`config.mk`:
```
export PLATFORM = sky130hd
export DESIGN_NAME = next_pc_unit
export DESIGN_NICKNAME = d
export VERILOG_FILES = /design/src/rtl/next_pc_unit.sv
export SDC_FILE = /design/constraint.sdc
export NUM_CORES = 1
export LEC_CHECK = 0
export BUFFER_PORTS_ARGS = -buffer_cell sky130_fd_sc_hd__clkbuf_2
export CAP_MARGIN = 40
export CORE_MARGIN = 8
export CORE_UTILIZATION = 50
export CTS_BUF_LIST = sky130_fd_sc_hd__clkbuf_4 sky130_fd_sc_hd__clkbuf_8
export DETAILED_ROUTE_END_ITERATION = 7
export GPL_TIMING_DRIVEN = 0
export PLACE_DENSITY = 0.78
export SLEW_MARGIN = 0
export SYNTH_ARGS = -nofsm -noshare
export SYNTH_HDL_FRONTEND = slang
export SYNTH_SLANG_ARGS = --single-unit
```
`constraint.sdc`:
```
create_clock -name clk -period 4.4 [get_ports clk]
set_input_delay 0.88 -clock clk [delete_from_list [all_inputs] [get_ports clk]]
set_output_delay 0.88 -clock clk [all_outputs]
set_load 0.01 [all_outputs]
```
`src/rtl/next_pc_unit.sv`:
```
// Program-counter sequencer for the single-cycle RV32I core: selects sequential,
// branch or jump flow, traps on misaligned targets and counts retired/taken branches.
module next_pc_unit #(
  parameter logic [31:0] RESET_VECTOR = 32'h0000_0000,
  parameter int          CNT_W        = 32
) (
  input  logic             clk,
  input  logic             rst,
  input  logic             Stall,
  input  logic             IsBranch,
  input  logic             IsJump,
  input  logic             NextPCSrc,
  input  logic [31:0]      Target,
  input  logic             Resume,
  output logic [31:0]      PC,
  output logic [31:0]      PCPlus4,
  output logic             Redirect,
  output logic             MisalignTrap,
  output logic [31:0]      TrapPC,
  output logic [CNT_W-1:0] BranchCnt,
  output logic [CNT_W-1:0] TakenCnt
);

  typedef enum logic {RUN = 1'b0, TRAP = 1'b1} state_t;

  localparam logic [CNT_W-1:0] CNT_ONE = {{(CNT_W-1){1'b0}}, 1'b1};

  state_t           state, state_nxt;
  logic [31:0]      pc_nxt, trap_pc_nxt, eff_target;
  logic [CNT_W-1:0] bcnt_nxt, tcnt_nxt;
  logic             take, is_cond, misaligned;
  logic             unused_target_lsb;

  // Jump wins when both decode flags are set, so only pure branches are counted.
  assign take       = IsJump | (IsBranch & NextPCSrc);
  assign is_cond    = IsBranch & ~IsJump;
  assign misaligned = Target[1];
  assign eff_target = {Target[31:1], 1'b0};
  assign unused_target_lsb = Target[0];

  assign PCPlus4      = PC + 32'd4;
  assign MisalignTrap = (state == TRAP);

  always_comb begin
    state_nxt   = state;
    pc_nxt      = PC;
    trap_pc_nxt = TrapPC;
    bcnt_nxt    = BranchCnt;
    tcnt_nxt    = TakenCnt;
    Redirect    = 1'b0;
    case (state)
      RUN: begin
        if (!Stall) begin
          if (is_cond) bcnt_nxt = BranchCnt + CNT_ONE;
          if (is_cond & NextPCSrc & ~misaligned) tcnt_nxt = TakenCnt + CNT_ONE;
          if (take & misaligned) begin
            state_nxt   = TRAP;
            trap_pc_nxt = PC;
          end else if (take) begin
            pc_nxt   = eff_target;
            Redirect = ~rst;
          end else begin
            pc_nxt = PCPlus4;
          end
        end
      end
      TRAP: begin
        // Resume skips the faulting instruction.
        if (Resume) begin
          pc_nxt    = TrapPC + 32'd4;
          state_nxt = RUN;
        end
      end
      default: state_nxt = RUN;
    endcase
  end

  always_ff @(posedge clk) begin
    if (rst) begin
      state     <= RUN;
      PC        <= RESET_VECTOR;
      TrapPC    <= 32'd0;
      BranchCnt <= '0;
      TakenCnt  <= '0;
    end else begin
      state     <= state_nxt;
      PC        <= pc_nxt;
      TrapPC    <= trap_pc_nxt;
      BranchCnt <= bcnt_nxt;
      TakenCnt  <= tcnt_nxt;
    end
  end

endmodule

```
==> results of run 1 <==
report_power, final:
part	leakage, nW	switching, W	internal (W)
Sequential	1.05	0.0000580	0.00120
Clock	0.214	0.000526	0.000583
Combinational	2.29	0.000210	0.000119
per-layer routing:
metal	track usage, %	vias up	part of all wire (%)
met5	0	-	0.017
met1	32.4	3465	40
li1	-	3491	-
met2	39.8	399	45
met4	11.4	2	3.4
met3	8.78	70	11
worst max-delay path by stage:
stage / to
2_1_floorplan: PCPlus4[22]
3_3_place_gp: Redirect
3_5_place_dp: Redirect
4_1_cts: Redirect
5_1_grt: Redirect
6_report: Redirect
Yosys cell counts (all sizes together), types with 8 or more instances:
cell type / n / area, µm²
or3: 10 / 62.6
and3: 25 / 156
nand2: 127 / 477
and4: 14 / 123
nor4: 11 / 90.1
xor2: 66 / 578
dfxtp: 129 / 2580
clkbuf: 40 / 150
nand3: 49 / 245
inv: 17 / 63.8
xnor2: 42 / 368
o21ai: 22 / 110
nand4: 29 / 188
a21oi: 58 / 290
nor3: 36 / 185
and2: 8 / 50.1
a211oi: 9 / 67.6
nor2: 104 / 393
cell type report:
cell class,count,area share (%)
multi-input cells,681,47.1
repair buffers,199,11.8
flip-flops and latches,129,30.5
clock inverters,14,2.14
inverters,17,0.753
well taps,176,2.60
plain buffers,45,2.20
clock buffers,18,2.92
worst max-delay path, stage by stage:
cell	delay, ns
clkbuf_2	0.15
a21o_1	0.12
clkbuf_1	0.50
clkbuf_1	0.60
nand3_1	0.49
nor2_1	0.21
clkbuf_2	0.17
state kept, by name (all words and copies together) (netlist names):
register and flops:
TrapPC 32, MisalignTrap 1, PC 32, TakenCnt 32
BranchCnt 32
cell families (layout without fill, tap and decap cells):
group	Yosys count	after routing	synth area share, %
flops	129	129	37.8
compound gates	133	133	12.2
fa+ha+maj	4	4	0.733
simple gates	432	432	31.1
mux	4	4	0.587
xor+xnor	108	108	13.9
buf+inv	62	293	3.67
per-stage QoR:
stage / power [W] / setup WS (ns) / hold slack [ns]
after floorplan: 0.00145 / 1.48 / 0.493
after global placement: 0.00160 / 0.547 / 0.465
after detailed placement: 0.00160 / 0.575 / 0.466
after CTS: 0.00270 / 0.543 / 0.478
after global routing: 0.00279 / 0.361 / 0.495
final: 0.00269 / 0.385 / 0.475
==> flow_summary_export.csv, run 1 <==
group,metric,value,unit
clock_network,cts_tree,"yes",
placement,routabilityCongestion,0.908,
route,drtIter0Drc,727,
critical_path,arrival,3.14,ns
route,routed-via-count,7427,
timing,hold_violations,0,
hold_path,holdCritPathClass,"register to register",
critical_path,cp-end-kind,"primary output",
synthesis,ys_seq_area_share,37.8,%
timing,tightestPinTransition,0.794,ns
clock_network,post_cts_buffers,0,
grt,grt_pass1_vias,7069,
grt,antenna_found_initial,1,
clock_network,htreeDepth,4,
placement,port-buffer-count,199,
layout,nNetsFinal,1133,
status,status,"completed",
layout,final_cell_count_no_fill,1279,
route,drc_errors,0,
die,pin_count,201,
critical_path,worst-path-max-fanout,10,
critical_path,crit_required,3.52,ns
timing,final_max_slew_viol_count,0,
layout,drive_gt1_share,22.7,%
power_and_ir_drop,p_leak,3.55,nW
timing,finalSetupTns,0,ns
timing,rsz0062_at_grt,"no",
layout,finalCoreUtilization,63.7,%
layout,areaGrowthSynthToFinish,24.1,%
clock_network,clockBufferDepth,2,
critical_path,cp-startpoint,"IsJump",
critical_path,worstReg2RegEnd,"PC[22]",
timing,fmax,249,MHz
grt,grt_pass1_wl,37400,µm
synthesis,synthFlopType,"dfxtp_1",
clock_network,cts.sinks,129,
die,row_count,42,
critical_path,critPathKind,"input pin to primary output",
clock_network,cts_inserted_buffers,17,
synthesis,synth_area,0.00683,mm²
synthesis,synth_async_sr_flop_share,0,%
synthesis,synth_cell_types,58,
layout,n_fill_cell,1234,
placement,place_area,0.00804,mm²
timing,skew,0.00980,ns
timing,maxSlewHeadroom,46.6,%
hold_path,holdPathEnd,"TrapPC[1]",
route,final_antenna_net_count,0,
layout,final_cell_mix,"clkbuf_2 (199), dfxtp_1 (129), nand2_1 (127)",
timing,fin_crit_sh,91.3,%
layout,diodes,0,
layout,seqCellArea,0.00258,mm²
layout,multi_input_comb_area,0.00399,mm²
synthesis,synth_area_per_cell,7.83,µm²
layout,fin_area,0.00847,mm²
synthesis,synth_edf_count,0,
die,core,0.0133,mm²
critical_path,rr_startpoint,"TrapPC[2]",
timing,finalCriticalPeriod,4.02,ns
route,wl_per_cell,18.5,µm
placement,dp_hpwl,17700,µm
route,drt_wl_total,23700,µm
synthesis,ys_seq_elements,129,
route,vias_per_cell,5.81,
synthesis,synth_nets,915,
clock_network,cts_resized,0,
power_and_ir_drop,ir_drop,0.000207,V
die,initial_utilization,51.3,%
die,dieHeight,133,µm
hold_path,min_from,"TrapPC[1]",
synthesis,synthCells,872,
die,die_area,0.0176,mm²
timing,setup_viol,0,
power_and_ir_drop,power.density,318,mW/mm²
grt,grt-ovfl-total,0,
synthesis,yosys_warnings,0,
route,firstDrtPassIters,5,
clock_network,root_buffer,"clkbuf_8",
grt,grt_usage,26.0,%
clock_network,path_clk_slew,0.07,ns
flow_run,maxCapViolations,0,
critical_path,startpoint_type,"input pin",
hold_path,min_path_cells,2,
clock_network,clk_latency,0.45,ns
clock_network,ctsHoldBuffers,0,
grt,grt_start_max_net_pins,17,
critical_path,ff2ff_path_depth,7,
die,fp.dieW,133,µm
placement,dp.cells,1247,
layout,final_common_cell,"clkbuf_2",
critical_path,r2r_slack,1.50,ns
(Power assumes the default switching activity.)
==> run 2: changes to the inputs <==
--- a/config.mk
+++ b/config.mk
@@ -13,6 +13,7 @@
 export DETAILED_ROUTE_END_ITERATION = 7
 export GPL_TIMING_DRIVEN = 0
 export PLACE_DENSITY = 0.78
+export RECOVER_POWER = 100
 export SLEW_MARGIN = 0
 export SYNTH_ARGS = -nofsm -noshare
 export SYNTH_HDL_FRONTEND = slang
==> run 2 against run 1 <==
Critical path depth did not move. Combinational power decreased by 4%. Register-to-register slack got worse by 0.52 ns. Non-clock buffer count stayed put. Global-route usage unchanged. Count of clock-buffer cells in the layout is the same. First-iteration DRC count grew 0.69%. Sequential cell count unchanged.
==> flow_summary_export.csv, run 2 (same netlist as run 1, synthesis figures left out) <==
group,metric,value,unit
status,status,"completed",
die,row_count,42,
layout,drive_gt1_share,7.80,%
hold_path,holdPathEnd,"TrapPC[1]",
placement,dp.cells,1247,
power_and_ir_drop,pwr-share-clk,41.5,%
critical_path,worstReg2RegEnd,"BranchCnt[27]",
grt,grt_pass1_wl,37400,µm
flow_run,maxCapViolations,0,
die,die_area,0.0176,mm²
clock_network,cts_inserted_buffers,17,
clock_network,cts_resized,0,
grt,grt_start_max_net_pins,17,
clock_network,post_cts_buffers,0,
critical_path,critPathKind,"input pin to primary output",
layout,final_cell_mix,"clkbuf_1 (199), dfxtp_1 (129), nand2_1 (127)",
timing,rsz0062_at_grt,"no",
timing,timing.hold.ws,0.473,ns
clock_network,path_clk_slew,0.07,ns
timing,finalCriticalPeriod,4.07,ns
layout,nNetsFinal,1133,
route,final_antenna_net_count,0,
timing,fin_crit_sh,92.5,%
critical_path,cp-startpoint,"IsBranch",
grt,antenna_found_initial,1,
power_and_ir_drop,combinationalPowerShare,11.7,%
timing,tightestPinTransition,1.27,ns
clock_network,root_buffer,"clkbuf_8",
placement,routabilityCongestion,0.908,
layout,final_cell_count_no_fill,1279,
critical_path,r2r_slack,0.98,ns
power_and_ir_drop,seq_power_share,46.8,%
grt,grt_usage,26.0,%
route,vias_per_cell,5.86,
critical_path,rr_startpoint,"MisalignTrap",
critical_path,startpoint_type,"input pin",
route,drtIter0Drc,732,
timing,finalSetupTns,0,ns
clock_network,htreeDepth,4,
timing,setup_viol,0,
route,drt_wl_total,23800,µm
hold_path,holdCritPathClass,"register to register",
clock_network,cts.sinks,129,
timing,skew,0.0115,ns
layout,areaGrowthSynthToFinish,20.4,%
placement,port-buffer-count,199,
die,pin_count,201,
die,initial_utilization,51.3,%
layout,n_fill_cell,1330,
critical_path,ff2ff_path_depth,7,
route,firstDrtPassIters,6,
grt,grt_pass1_vias,7069,
critical_path,worst-path-max-fanout,10,
clock_network,clockBufferDepth,2,
power_and_ir_drop,p_sw,0.000795,W
die,fp.dieW,133,µm
layout,diodes,0,
route,routed-via-count,7501,
timing,final_max_slew_viol_count,0,
hold_path,min_from,"TrapPC[1]",
power_and_ir_drop,p_leak,2.97,nW
power_and_ir_drop,power.density,326,mW/mm²
hold_path,min_path_cells,2,
critical_path,crit_required,3.52,ns
critical_path,arrival,3.19,ns
layout,seqCellArea,0.00258,mm²
layout,final_common_cell,"clkbuf_1",
route,drc_errors,0,
clock_network,ctsHoldBuffers,0,
clock_network,cts_tree,"yes",
timing,hold_violations,0,
placement,dp_hpwl,17700,µm
clock_network,clk_latency,0.45,ns
timing,maxSlewHeadroom,14.4,%
timing,fmax,246,MHz
power_and_ir_drop,switching_share,29.6,%
die,core,0.0133,mm²
layout,multi_input_comb_area,0.00395,mm²
die,dieHeight,133,µm
critical_path,cp-end-kind,"primary output",
route,wl_per_cell,18.6,µm
power_and_ir_drop,ir_drop,0.000215,V
power_and_ir_drop,intPower,0.00189,W
grt,grt-ovfl-total,0,
==> run 2: changes by cell type in the layout (fill, tap and decap cells not counted), sizes merged <==
cell / previous run / this run
clkbuf: 257 / 260
buf: 5 / 2
==> run 2: worst max-delay path by stage <==
stage,to,slack [ns],depth (start not counted)
finish,Redirect,0.33,7
global route,PCPlus4[27],0.20,6
CTS,Redirect,0.54,7
detailed placement,Redirect,0.57,7
global placement,Redirect,0.55,7
floorplan,PCPlus4[22],1.48,6
==> run 2: layer usage <==
metal,up-vias,wire length [µm],GRT usage [%]
met2,408,10600,39.8
met5,-,7,0
met3,81,2590,8.78
met4,2,825,11.4
li1,3495,-,-
met1,3515,9730,32.4
==> run 2: power by group through the flow <==
stage               Clock, W  Sequential, W  Combinational, W
CTS                  0.00112        0.00125          0.000323
floorplan                  0        0.00128          0.000171
global route         0.00117        0.00126          0.000338
detailed placement         0        0.00128          0.000321
finish               0.00111        0.00125          0.000315
global placement           0        0.00128          0.000318
==> run 2: final cells by class <==
class                   instances  area share [%]
repair buffers                199            9.73
clock inverters                14            2.21
clock buffers                  18            3.01
multi-input cells             681            48.0
well taps                     176            2.68
inverters                      17           0.776
flip-flops and latches        129            31.4
plain buffers                  45            2.16
==> run 2: stage by stage <==
| step | utilization [%] | total power, W | area [µm²] | setup slack (ns) |
|---|---|---|---|---|
| 3_3_place_gp | 60.5 | 0.00160 | 8040 | 0.547 |
| 3_5_place_dp | 60.5 | 0.00160 | 8040 | 0.575 |
| 4_1_cts | 63.7 | 0.00270 | 8470 | 0.543 |
| 5_1_grt | 61.8 | 0.00277 | 8220 | 0.196 |
| 6_report | 61.8 | 0.00268 | 8220 | 0.329 |
| 2_1_floorplan | - | 0.00145 | 6830 | 1.48 |
==> run 2: critical path, stage by stage <==
cell and delay (ns):
clkbuf_1 0.13, a21o_1 0.15, clkbuf_1 0.51, clkbuf_1 0.60, nand3_1 0.49, nor2_1 0.21, clkbuf_1 0.21
